<file path="src/rtl/product_display_driver.sv">
// Registers an 8-bit product, converts it to 3-digit BCD with a sequential
// double-dabble, and scans it onto a 4-digit active-low 7-segment display.
// Optional build macro: LEADING_ZERO_BLANK_EN (blanks leading zero digits).
module product_display_driver #(
  parameter int REFRESH_DIV = 100000,
  parameter int PROD_W      = 8
) (
  input  logic              clk,
  input  logic              rst,
  input  logic              prod_valid,
  input  logic [PROD_W-1:0] prod,
  output logic              busy,
  output logic              bcd_valid,
  output logic [11:0]       bcd,
  output logic [3:0]        an,
  output logic [6:0]        seg,
  output logic              dp
);

  localparam int SH_W  = 12 + PROD_W;
  localparam int CNT_W = (REFRESH_DIV > 2) ? $clog2(REFRESH_DIV) : 1;
  localparam logic [CNT_W-1:0] REFRESH_MAX = CNT_W'(REFRESH_DIV - 1);

  typedef enum logic [1:0] {S_IDLE, S_CONV, S_DONE} state_t;

  state_t          r_state;
  logic [SH_W-1:0] r_shift;
  logic [2:0]      r_count;
  logic            r_busy;
  logic            r_bcd_valid;
  logic [11:0]     r_bcd;
  logic [SH_W-1:0] w_adj;

  logic [CNT_W-1:0] r_refresh;
  logic [1:0]       r_digit;
  logic [3:0]       r_an;
  logic [6:0]       r_seg;
  logic [1:0]       w_next_digit;
  logic [3:0]       w_nib;
  logic             w_blank;
  logic [6:0]       w_seg_next;

  // Add-3 correction on each BCD nibble ahead of the shift.
  assign w_adj[PROD_W-1:0] = r_shift[PROD_W-1:0];
  genvar gi;
  generate
    for (gi = 0; gi < 3; gi++) begin : g_adj
      assign w_adj[PROD_W+4*gi +: 4] = (r_shift[PROD_W+4*gi +: 4] >= 4'd5) ?
                                       r_shift[PROD_W+4*gi +: 4] + 4'd3 :
                                       r_shift[PROD_W+4*gi +: 4];
    end
  endgenerate

  always_ff @(posedge clk) begin
    if (rst) begin
      r_state     <= S_IDLE;
      r_shift     <= '0;
      r_count     <= '0;
      r_busy      <= 1'b0;
      r_bcd_valid <= 1'b0;
      r_bcd       <= 12'h000;
    end else begin
      r_bcd_valid <= 1'b0;
      case (r_state)
        S_IDLE: begin
          if (prod_valid) begin
            r_shift <= {12'h000, prod};
            r_count <= '0;
            r_busy  <= 1'b1;
            r_state <= S_CONV;
          end
        end
        S_CONV: begin
          r_shift <= {w_adj[SH_W-2:0], 1'b0};
          r_count <= r_count + 3'd1;
          if (r_count == 3'd7) r_state <= S_DONE;
        end
        S_DONE: begin
          r_bcd       <= r_shift[SH_W-1:PROD_W];
          r_bcd_valid <= 1'b1;
          r_busy      <= 1'b0;
          r_state     <= S_IDLE;
        end
        default: r_state <= S_IDLE;
      endcase
    end
  end

  // Select and decode the digit that becomes active at the next scan step.
  assign w_next_digit = r_digit + 2'd1;

  always_comb begin
    w_nib   = 4'd0;
    w_blank = 1'b0;
    case (w_next_digit)
      2'd0: w_nib = r_bcd[3:0];
      2'd1: begin
        w_nib = r_bcd[7:4];
`ifdef LEADING_ZERO_BLANK_EN
        w_blank = (r_bcd[11:8] == 4'd0) && (r_bcd[7:4] == 4'd0);
`endif
      end
      2'd2: begin
        w_nib = r_bcd[11:8];
`ifdef LEADING_ZERO_BLANK_EN
        w_blank = (r_bcd[11:8] == 4'd0);
`endif
      end
      default: w_blank = 1'b1;
    endcase
  end

  always_comb begin
    w_seg_next = 7'h7F;
    if (!w_blank) begin
      case (w_nib)
        4'd0:    w_seg_next = 7'h40;
        4'd1:    w_seg_next = 7'h79;
        4'd2:    w_seg_next = 7'h24;
        4'd3:    w_seg_next = 7'h30;
        4'd4:    w_seg_next = 7'h19;
        4'd5:    w_seg_next = 7'h12;
        4'd6:    w_seg_next = 7'h02;
        4'd7:    w_seg_next = 7'h78;
        4'd8:    w_seg_next = 7'h00;
        4'd9:    w_seg_next = 7'h10;
        default: w_seg_next = 7'h7F;
      endcase
    end
  end

  always_ff @(posedge clk) begin
    if (rst) begin
      r_refresh <= '0;
      r_digit   <= 2'd0;
      r_an      <= 4'b1110;
      r_seg     <= 7'h40;
    end else if (r_refresh == REFRESH_MAX) begin
      r_refresh <= '0;
      r_digit   <= w_next_digit;
      r_an      <= ~(4'b0001 << w_next_digit);
      r_seg     <= w_seg_next;
    end else begin
      r_refresh <= r_refresh + CNT_W'(1);
    end
  end

  assign busy      = r_busy;
  assign bcd_valid = r_bcd_valid;
  assign bcd       = r_bcd;
  assign an        = r_an;
  assign seg       = r_seg;
  assign dp        = 1'b1;

endmodule

</file>
<file path="config.mk">
export PLATFORM = sky130hd
export DESIGN_NAME = product_display_driver
export DESIGN_NICKNAME = d
export VERILOG_FILES = /design/src/rtl/product_display_driver.sv
export SDC_FILE = /design/constraint.sdc
export NUM_CORES = 1
export LEC_CHECK = 0
export CAP_MARGIN = 20
export CORE_ASPECT_RATIO = 0.75
export CORE_MARGIN = 3
export CORE_UTILIZATION = 55
export DETAILED_ROUTE_END_ITERATION = 10
export GPL_ROUTABILITY_DRIVEN = 0
export PLACE_DENSITY_LB_ADDON = 0.12
export SYNTH_ARGS = -nofsm -noshare
export SYNTH_HDL_FRONTEND = slang
export SYNTH_SLANG_ARGS = --single-unit
</file>
<file path="constraint.sdc">
create_clock -name clk -period 3.07 [get_ports clk]
set_input_delay 0.614 -clock clk [delete_from_list [all_inputs] [get_ports clk]]
set_output_delay 0.614 -clock clk [all_outputs]
set_load 0.01 [all_outputs]
</file>
; Yosys cells after proc, flatten, opt, wreduce, memory -nomap -nowiden
; Memories as Yosys holds them, arrays and structs flattened.
; Cells that the tools add are included.
[totals]
romBits = 112
out_inout_bits = 26
regBits = 69
input_bits = 11
mem_count = 1
[mem_list]
columns = memory, depth, width, rd, rd_clocked_by_memory_dff, wr, line
row1 = (name not given), 16, 7, 1, 0, 0, 116  ; case (w_nib)
[classes]
n_mux = 15
bitwise_logic = 1
n_reduce_logical = 9
eq_ne = 8
addsub = 6
shift = 1
magnitude_cmp = 3
[op_table]
columns = cell, count
row1 = $pmux 20 s2, 1
row2 = $mux 20, 1
row3 = $add 17x1->17 const B, 1
row4 = $eq 17x17->1 const B, 1
row5 = $ge 4x3->1 const B, 3
row6 = $pmux 4 s3, 1
row7 = $add 4x2->4 const B, 2
row8 = $mux 4, 2
row9 = $mux 7, 1
row10 = $mux 3, 2
row11 = $pmux 3 s2, 1
row12 = $reduce_and 2->1, 3
row13 = $eq 2x1->1 const B, 2
row14 = $eq 2x2->1 const B, 2
row15 = $logic_not 2->1, 2
row16 = $mux 2, 2
row17 = $ne 2x2->1 const B, 2
row18 = $not 4->4, 1
row19 = $pmux 2 s2, 1
row20 = $reduce_bool 2->1, 2
row21 = $shl 1x2->4 const A, 1
row22 = $add 3x1->3 const B, 1
row23 = $add 3x2->3 const B, 1
row24 = $eq 3x3->1 const B, 1
row25 = other kinds (5), 6

; Longest topological paths before layout
; Gate-level depths: netlist (run 1).
; An unclocked memory read counts as a cell.
[logic_depth]
depth_word = 5
depth_mapped = 10

; Least setup slack after synthesis (run 1)
; Ideal clock, no wire load.
[synth_path]
path_kind = reg-to-reg
start = reg r_digit[1]
end = reg r_seg[3] (netlist: seg[3])
arrival_ps = 2046
slack_ps = 892
setup_time_ps = 131
required_ps = 2939
path_stages_with_launch = 9
cell_sequence = dfxtp_1 inv_1 ha_1 a222oi_1 nor2_1 ha_1 mux2_2 a211oi_1 nor3_1
[synth_via]
elab_chain_cells = 5
elab_cells_between_ends = 8
cone_classes = add/sub (1) / eq/ne (2) / mux (2) / reduce/logical (2) / memory (1)
[synth_lines]
columns = element, line
row1 = from (decl), 35  ; logic [1:0] r_digit;
row2 = from (signal assigned), 140  ; r_digit <= w_next_digit;
row3 = $add 2x1->2 (*), 90  ; assign w_next_digit = r_digit + 2'd1;
row4 = $eq 2x2->1 (tied with other cells), 95  ; case (w_next_digit)
row5 = $pmux 4 s3, 95
row6 = $mem_v2 16x7, n/a
row7 = $mux 7 (*), 115  ; if (!w_blank) begin
row8 = to (signal assigned), 142  ; r_seg <= w_seg_next;
row9 = to (decl), 37  ; logic [6:0] r_seg;
; Mark *: on every way between the ends. The rest lies on a longest branch, timed or not.
; A chain may end at the register's enable or synchronous reset.

; Worst setup path in the final report (run 1)
; Same ends and word-level chain as after synthesis.

==> results of run 1 <==
## cells in the mapped netlist, types with 3 or more instances
library cell,instances
a311oi_1,8
nand4_1,3
a211o_1,3
inv_1,12
nor2b_1,4
a22oi_1,8
xnor2_1,10
nand3_1,10
nor3_1,19
a21oi_1,23
or2_1,4
o21ai_0,5
dfxtp_1,69
a211oi_1,6
ha_1,19
nand2b_1,9
a222oi_1,4
nand2_1,54
xor2_1,11
clkbuf_1,16
nor2_1,55
## critical path, stage by stage (launching register included)
cell,delay [ns]
dfxtp_1,0.40
inv_1,0.09
ha_1,0.25
a222oi_1,0.55
nor2_1,0.16
ha_1,0.36
mux2_2,0.28
a211oi_1,0.24
nor3_1,0.07
## area by class of cell
type                            instances  area [sq um]
Clock buffer                           10           138
Fill cell                             459          1670
Clock inverter                          6          86.3
Sequential cell                        69          1380
Inverter                               13          48.8
Timing Repair Buffer                   40           383
Tap cell                               75          93.8
Multi-Input combinational cell        273          1640
## per-stage QoR
| stage | power [mW] | util (%) | setup WS [ns] | hold slack (ns) |
|---|---|---|---|---|
| CTS | 1.86 | 69.2 | 0.573 | 0.476 |
| global route | 1.90 | 69.2 | 0.388 | 0.501 |
| finish | 1.84 | 69.2 | 0.552 | 0.468 |
| detailed placement | 1.03 | 65.1 | 0.596 | 0.461 |
| global placement | 1.03 | 65.1 | 0.769 | 0.445 |
| floorplan | 1.00 | - | 0.892 | 0.430 |
## power by group through the flow
stage                     sequential, mW  combinational [mW]  clock, mW
after floorplan                    0.943              0.0611          0
after global placement             0.944              0.0874          0
after detailed placement           0.945              0.0895          0
after CTS                          0.924              0.0903      0.844
after global routing               0.926               0.101      0.877
final                              0.924              0.0896      0.825
## flip-flops by register name (all words and copies together) (netlist names), 2 cells and up
| signal | count |
|---|---|
| an | 4 |
| bcd | 12 |
| r_count | 3 |
| r_digit | 2 |
| r_refresh | 17 |
| r_shift | 20 |
| r_state | 2 |
| seg | 7 |
## how the worst max path moves through the flow
| stage | startpoint | slack, ns | cells after the start | end |
|---|---|---|---|---|
| floorplan | r_digit[1] | 0.89 | 8 | seg[3] |
| global placement | r_digit[1] | 0.77 | 8 | seg[3] |
| detailed placement | r_digit[1] | 0.60 | 8 | seg[3] |
| CTS | r_digit[1] | 0.57 | 8 | seg[3] |
| global route | r_digit[1] | 0.39 | 8 | seg[3] |
| finish | r_digit[1] | 0.55 | 8 | seg[3] |
## routing by layer
| metal | share of wire [%] | wire, um |
|---|---|---|
| met1 | 48 | 3110 |
| met2 | 45 | 2900 |
| met3 | 5.5 | 354 |
| met4 | 1.4 | 93 |
| met5 | 0 | 0 |
## logic make-up after synthesis
| logic type | count (synthesis) | synth area share (%) |
|---|---|---|
| AOI/OAI and AO/OA | 64 | 13.9 |
| other | 1 | 0.119 |
| DFF | 69 | 43.9 |
| and+or+nand+nor | 164 | 23.2 |
| muxes | 4 | 1.39 |
| xor gates and xnor gates | 21 | 5.85 |
| adders and majority gates | 19 | 7.56 |
| buffers and inverters | 32 | 4.02 |
==> flow_metrics.py, run 1 <==
metrics = {
    "run_status": {
        "status": "completed",
    },
    "floorplan": {
        "rows": 23,
        "core_area_sq_um": 5440,
        "die_w_um": 93.3,
        "die_h_um": 71.5,
        "initial_core_util_pct": 57.8,
        "design.die.area_sq_um": 6670,
        "ios": 37,
    },
    "cts": {
        "clk_path_buf_depth": 2,
        "ctsHoldBuffers": 0,
        "cts_tree": "yes",
        "htreeDepth": 3,
        "clk_latency_ns": 0.34,
        "ctsResizeCount": 0,
        "cts-buffers-inserted": 9,
        "cts-root-buf": "clkbuf_8",
        "cts_setup_buffers": 0,
        "cts.reportedPaths.clkPinSlew_ns": 0.08,
        "cts_num_sinks": 69,
    },
    "synth": {
        "synth_seq_cells": 69,
        "synth_top_area_cell": "dfxtp_1",
        "synth_ff_type": "dfxtp_1",
        "synth_cells": 374,
        "synth.cell_area_sq_um": 3140,
        "synth.area.top_cells": "dfxtp_1, ha_1, nor2_1",
        "syn_area_per_cell_sq_um": 8.40,
        "seq_area_frac_synth_pct": 43.9,
        "synth_cell_types": 37,
        "synth_edf_count": 0,
        "ys_warn_count": 0,
        "synthArstFlopShare_pct": 0,
        "yosysTopAreaCellShare_pct": 43.9,
        "syn_nets": 404,
    },
    "worst_setup_path": {
        "arrival_ns": 2.73,
        "rr_worst_depth": 8,
        "cp-end-kind": "flip-flop",
        "required_ns": 3.29,
        "reg2reg_from": "r_digit[1]",
        "reg2reg_slack_ns": 0.55,
        "startpoint_type": "flip-flop",
        "crit_fanout": 5,
        "crit_type": "flip-flop to flip-flop",
        "r2r-end": "seg[3]",
    },
    "timing": {
        "rsz0062_at_grt": "false",
        "fin_crit_ns": 2.52,
        "finalHoldViolCount": 0,
        "finalCritPeriodShare_pct": 82.0,
        "finalSetupViolCount": 0,
        "finalClockSkew_ns": 0.00674,
        "relSlewSlack_pct": 39.9,
        "tightest_slew_ns": 0.900,
        "finalMaxSlewViolations": 0,
        "setup_tns_ns": 0,
        "fmax_ghz": 0.397,
    },
    "min_path": {
        "hold_depth": 1,
        "hold_start": "r_refresh[0]",
        "hp-class": "flip-flop to flip-flop",
        "holdPathEnd": "r_refresh[0]",
    },
    "global_route": {
        "grt-ovfl-total": 0,
        "use_met3_pct": 6.51,
        "grt_max_degree": 54,
        "grt_pass1_vias": 2476,
        "antenna_found_initial": 0,
        "grt_most_used_layer": "met2",
        "grt_pass1_wl_um": 11100,
        "track_usage_pct": 20.7,
        "met2_usage_pct": 33.2,
        "gr-usage-met1_pct": 26.5,
    },
    "route": {
        "vias": 2668,
        "routed_via_density": 5.49,
        "drt_iter0_drc": 218,
        "wirelength_um": 6460,
        "ant_nets": 0,
        "drt-pass1-iter-count": 5,
        "drc": 0,
        "drt-wirelength-per-cell_um": 13.3,
    },
    "place": {
        "dp_hpwl_um": 4410,
        "dpl_cell_area_sq_um": 3540,
        "portBuffers": 35,
        "dp_cells": 470,
    },
    "power": {
        "swShare_pct": 22.5,
        "peakVddDrop_v": 0.000318,
        "p_sw_mw": 0.413,
        "intPower_mw": 1.43,
        "power_density_nw_per_um2": 488,
        "pwr-share-comb_pct": 4.9,
        "p_seq_share_pct": 50.3,
        "clkPwrFrac_pct": 44.9,
        "leakagePower_nw": 1.42,
    },
    "run": {
        "maxCapViolations": 0,
    },
    "final_layout": {
        "num_antenna_cells": 0,
        "drive_above_1_share_pct": 6.08,
        "final_nets": 436,
        "final_cell_area_sq_um": 3770,
        "syn_to_final_growth_pct": 19.8,
        "final_cell_mix": "dfxtp_1, nor2_1, nand2_1",
        "fin_cells": 486,
        "final_common_cell": "dfxtp_1",
    },
}
(Power assumes the default switching activity.)
==> run 2: changes to the inputs <==
--- a/config.mk
+++ b/config.mk
@@ -8,7 +8,7 @@
 export CAP_MARGIN = 20
 export CORE_ASPECT_RATIO = 0.75
 export CORE_MARGIN = 3
-export CORE_UTILIZATION = 55
+export CORE_UTILIZATION = 50
 export DETAILED_ROUTE_END_ITERATION = 10
 export GPL_ROUTABILITY_DRIVEN = 0
 export PLACE_DENSITY_LB_ADDON = 0.12
==> constraint.sdc (replaced) <==
create_clock -name clk -period 2.1 [get_ports clk]
set_input_delay 0.42 -clock clk [delete_from_list [all_inputs] [get_ports clk]]
set_output_delay 0.42 -clock clk [all_outputs]
set_load 0.01 [all_outputs]
==> run 2 against run 1 <==
The run now ends with setup timing left. Wire length is 13% higher. Register-to-register slack worse by 0.69 ns. Clock power is 90% higher. Sequential power is 46% higher. Clock-buffer cell count stayed put. Core utilization is 1.0 points higher. Combinational power is 53% higher. Cell area is 11% higher. Setup slack worse by 0.69 ns. Via count is 3.0% higher. Critical path type unchanged. Largest cell class unchanged. Largest power group is now the clock network. Highest routed layer unchanged.
==> flow_metrics.py, run 2 (same netlist as run 1, synthesis figures left out) <==
metrics = {
    "run_status": {
        "status": "finished with violations",
        "violations": "setup timing",
    },
    "worst_setup_path": {
        "reg2reg_slack_ns": -0.14,
        "required_ns": 2.34,
        "cp_slowest_cell": "a222oi_1",
        "startpoint_type": "flip-flop",
        "crit_fanout": 3,
        "path_cells": "inv_4 > ha_4 > a222oi_1 > nor2_2 > buf_4 > ha_2 > nand2b_4 > nand3_2 > a211oi_2 > o21bai_1",
        "crit_start": "r_digit[1]",
        "reg2reg_from": "r_digit[1]",
        "arrival_ns": 2.48,
        "cp-end-kind": "flip-flop",
        "max_stage_delay_ns": 0.53,
        "critPathTopFamily": "compound AO/OA/AOI/OAI gates",
        "cp_num_buf_inv": 2,
        "crit_type": "flip-flop to flip-flop",
    },
    "timing": {
        "finalHoldViolCount": 0,
        "tightest_slew_ns": 0.577,
        "finalCritPeriodShare_pct": 107,
        "rsz0062_at_grt": "true",
        "relSlewSlack_pct": 61.6,
        "worst_slack_ns": -0.140,
        "setup_tns_ns": -0.715,
        "finalMaxSlewViolations": 0,
        "fin_crit_ns": 2.24,
        "finalSetupViolCount": 7,
        "fmax_ghz": 0.446,
        "finalClockSkew_ns": 0.0141,
        "hold-worst-slack_ns": 0.467,
    },
    "power": {
        "leakagePower_nw": 1.61,
        "power_density_nw_per_um2": 731,
        "peakVddDrop_v": 0.000482,
    },
    "global_route": {
        "grt_pass1_vias": 2440,
        "track_usage_pct": 19.5,
        "antenna_found_initial": 0,
        "grt_max_degree": 30,
        "grt-ovfl-total": 0,
        "grt_pass1_wl_um": 11300,
    },
    "floorplan": {
        "ios": 37,
        "initial_core_util_pct": 52.9,
        "design.die.area_sq_um": 7280,
        "rows": 24,
        "die_w_um": 97.6,
        "die_h_um": 74.7,
        "core_area_sq_um": 5950,
    },
    "cts": {
        "htreeDepth": 3,
        "cts-root-buf": "clkbuf_8",
        "cts-buffers-inserted": 9,
        "cts.reportedPaths.clkPinSlew_ns": 0.08,
        "ctsHoldBuffers": 0,
        "cts_tree": "yes",
        "clk_latency_ns": 0.35,
        "cts_num_sinks": 69,
        "clk_path_buf_depth": 2,
    },
    "route": {
        "drt-pass1-iter-count": 5,
        "drt-wirelength-per-cell_um": 14.3,
        "drt_iter0_drc": 148,
        "vias": 2748,
        "wirelength_um": 7280,
        "drc": 0,
        "routed_via_density": 5.39,
        "ant_nets": 0,
    },
    "min_path": {
        "hp-class": "flip-flop to flip-flop",
        "hold_start": "an[1]",
    },
    "final_layout": {
        "final_nets": 457,
        "final_cell_area_sq_um": 4180,
        "top_register": "r_shift",
        "final_cell_mix": "dfxtp_1, nor2_1, nand2_1",
        "largest_register_ffs": 20,
        "num_antenna_cells": 0,
        "final_common_cell": "dfxtp_1",
        "syn_to_final_growth_pct": 32.9,
        "drive_above_1_share_pct": 17.1,
    },
    "place": {
        "dp_hpwl_um": 4670,
        "dp_worst_setup_slack_ns": -0.0999,
        "dpl_cell_area_sq_um": 3640,
        "portBuffers": 35,
    },
    "run": {
        "maxCapViolations": 0,
    },
}
run 2: metrics by stage:
| step | instances | utilization, % | total power, mW |
|---|---|---|---|
| finish | 510 | 70.2 | 3.05 |
| CTS | 505 | 67.6 | 3.07 |
| global placement | 482 | 61.2 | 1.52 |
| floorplan | 374 | - | 1.47 |
| global route | 510 | 70.2 | 3.15 |
| detailed placement | 482 | 61.2 | 1.52 |
run 2: area by class of cell:
type                       instances  area, sq um
clock buffer                      10          138
clock inverter                     6          158
fill                             477         1770
inverter                          13         51.3
multi-input combinational        273         1780
sequential                        69         1390
tap                               78         97.6
timing repair buffer              61          561
run 2: routing by layer:
| layer | track usage (%) | wire length, um |
|---|---|---|
| met1 | 25.0 | 3410 |
| met2 | 31.2 | 3400 |
| met3 | 6.39 | 409 |
| met4 | 7.68 | 71 |
| met5 | 0 | 0 |
run 2: repair_timing:
item	in CTS	in global routing
resized for setup	7	24
buffers inserted	7	5
pin swaps	7	16
setup endpoints to repair	4	6
run 2: power by group:
part | internal, mW | switching (mW)
Combinational | 0.0570 | 0.0798
Clock | 1.06 | 0.507
Sequential | 1.33 | 0.0185
run 2: path summary, 6_finish.rpt:
| path | endpoint | cells after the start |
|---|---|---|
| max reg2reg | seg[6] | 10 |
| min | an[1] | 1 |
| max | seg[6] | 10 |
| min reg2reg | an[1] | 1 |
==> run 3: changes to the inputs <==
--- a/config.mk
+++ b/config.mk
@@ -8,7 +8,8 @@
 export CAP_MARGIN = 20
 export CORE_ASPECT_RATIO = 0.75
 export CORE_MARGIN = 3
-export CORE_UTILIZATION = 50
+export CORE_UTILIZATION = 52
+export CTS_BUF_LIST = sky130_fd_sc_hd__clkbuf_8
 export DETAILED_ROUTE_END_ITERATION = 10
 export GPL_ROUTABILITY_DRIVEN = 0
 export PLACE_DENSITY_LB_ADDON = 0.12
==> run 3 against run 2 <==
The flow still finishes with violations (setup timing). Sequential power hardly changed. First-iteration DRC count is 14% lower. Clock-buffer cell count is 1 higher. Die area is 3.6% lower. Critical path type unchanged. Largest cell class unchanged.
==> flow_metrics.py, run 3 (same netlist as run 1, synthesis figures left out) <==
metrics = {
    "cts": {
        "cts_tree": "yes",
        "htreeDepth": 3,
        "clk_latency_ns": 0.34,
        "cts_num_sinks": 69,
        "cts-root-buf": "clkbuf_8",
        "cts-buffers-inserted": 9,
        "clk_path_buf_depth": 2,
        "cts.reportedPaths.clkPinSlew_ns": 0.07,
    },
    "floorplan": {
        "ios": 37,
        "design.die.area_sq_um": 7020,
        "die_w_um": 95.8,
        "initial_core_util_pct": 56.3,
        "die_h_um": 73.3,
        "rows": 23,
        "core_area_sq_um": 5580,
    },
    "power": {
        "power_density_nw_per_um2": 623,
        "peakVddDrop_v": 0.000395,
        "leakagePower_nw": 1.49,
    },
    "final_layout": {
        "final_nets": 452,
        "num_antenna_cells": 0,
        "final_cell_mix": "dfxtp_1, nor2_1, nand2_1",
        "fill_cells": 452,
        "syn_to_final_growth_pct": 24.8,
        "top_register": "r_shift",
        "largest_register_ffs": 20,
        "fin_cells": 502,
        "drive_above_1_share_pct": 12.6,
        "final_common_cell": "dfxtp_1",
    },
    "route": {
        "drt_iter0_drc": 127,
        "drc": 0,
        "drt-pass1-iter-count": 5,
        "vias": 2694,
        "routed_via_density": 5.37,
        "wirelength_um": 6670,
        "ant_nets": 0,
        "drt-wirelength-per-cell_um": 13.3,
    },
    "worst_setup_path": {
        "crit_start": "r_digit[1]",
        "cp-end-kind": "flip-flop",
        "crit_fanout": 5,
        "startpoint_type": "flip-flop",
        "crit_type": "flip-flop to flip-flop",
        "reg2reg_from": "r_digit[1]",
        "required_ns": 2.32,
        "arrival_ns": 2.33,
    },
    "run_status": {
        "violations": "setup timing",
        "status": "finished with violations",
    },
    "timing": {
        "rsz0062_at_grt": "true",
        "finalCritPeriodShare_pct": 101,
        "finalMaxSlewViolations": 0,
        "finalHoldViolCount": 0,
        "worst_slack_ns": -0.0128,
        "hold-worst-slack_ns": 0.464,
        "finalSetupViolCount": 1,
        "fmax_ghz": 0.473,
        "fin_crit_ns": 2.11,
        "finalClockSkew_ns": 0.00779,
    },
    "place": {
        "portBuffers": 35,
        "dp_hpwl_um": 4680,
        "dp_cells": 479,
    },
    "global_route": {
        "grt_pass1_wl_um": 11100,
        "grt-ovfl-total": 0,
        "antenna_found_initial": 0,
        "grt_max_degree": 29,
        "grt_pass1_vias": 2497,
        "track_usage_pct": 20.3,
    },
    "min_path": {
        "hp-class": "flip-flop to flip-flop",
        "hold_start": "an[1]",
    },
    "run": {
        "maxCapViolations": 0,
    },
}
-- run 3: cell count changes in the layout (fill, tap and decap cells not counted), sizes merged --
cell,delta
bufinv,-5
buf,-5
clkinv,+1
clkinvlp,+1
clkbuf,+1
inv,+2
-- run 3: worst max-delay path, stage by stage (launching register included) --
cell      delay (ns)
dfxtp_4         0.39
inv_4           0.05
ha_4            0.15
a222oi_1        0.39
or2_1           0.22
ha_1            0.26
mux2_4          0.28
a211oi_2        0.18
nor3_1          0.06
-- run 3: path summary, 6_finish.rpt --
kind	endpoint	slack (ns)	cells after the start
setup / recovery	seg[3]	-0.01	8
hold / removal	an[1]	0.46	1
setup reg to reg	seg[3]	-0.01	8
hold reg to reg	an[1]	0.46	1
-- run 3: repair_timing --
item	CTS	global route
endpoints found under the setup margin	3	7
setup buffers	1	6
pin swaps	5	7
gates resized for setup	4	11
hold buffers	0	0
-- run 3: power by group --
part	total, mW	internal, mW	leakage (nW)	switching [mW]
Combinational	0.137	0.0583	0.832	0.0789
Clock	0.959	0.482	0.0939	0.477
Sequential	1.35	1.33	0.561	0.0187
-- run 3: stage by stage --
step	setup WS, ns	util (%)	area [sq um]	TNS [ns]	total power [mW]
floorplan	0.000611	-	3170	0	1.47
global placement	0.0214	65.1	3630	0	1.52
detailed placement	-0.0756	65.1	3630	-0.150	1.52
CTS	0.00854	68.7	3830	0	2.48
global route	-0.117	70.3	3920	-0.300	2.55
finish	-0.0128	70.3	3920	-0.0128	2.45
-- run 3: routing by layer --
metal	GRT usage, %	share of wire (%)	up-vias
met5	0	0	-
li1	-	-	1372
met4	5.68	0.94	0
met3	6.45	5.4	8
met2	32.4	46	53
met1	26.6	48	1261
-- run 3: cell type report --
| cell class | instances | area (sq um) | area share, % |
|---|---|---|---|
| clock inverters | 5 | 27.5 | 0.702 |
| well taps | 75 | 93.8 | 2.39 |
| clock buffers | 11 | 151 | 3.86 |
| flip-flops and latches | 69 | 1390 | 35.4 |
| inverters | 13 | 51.3 | 1.31 |
| repair buffers | 56 | 503 | 12.8 |
| multi-input cells | 273 | 1710 | 43.5 |
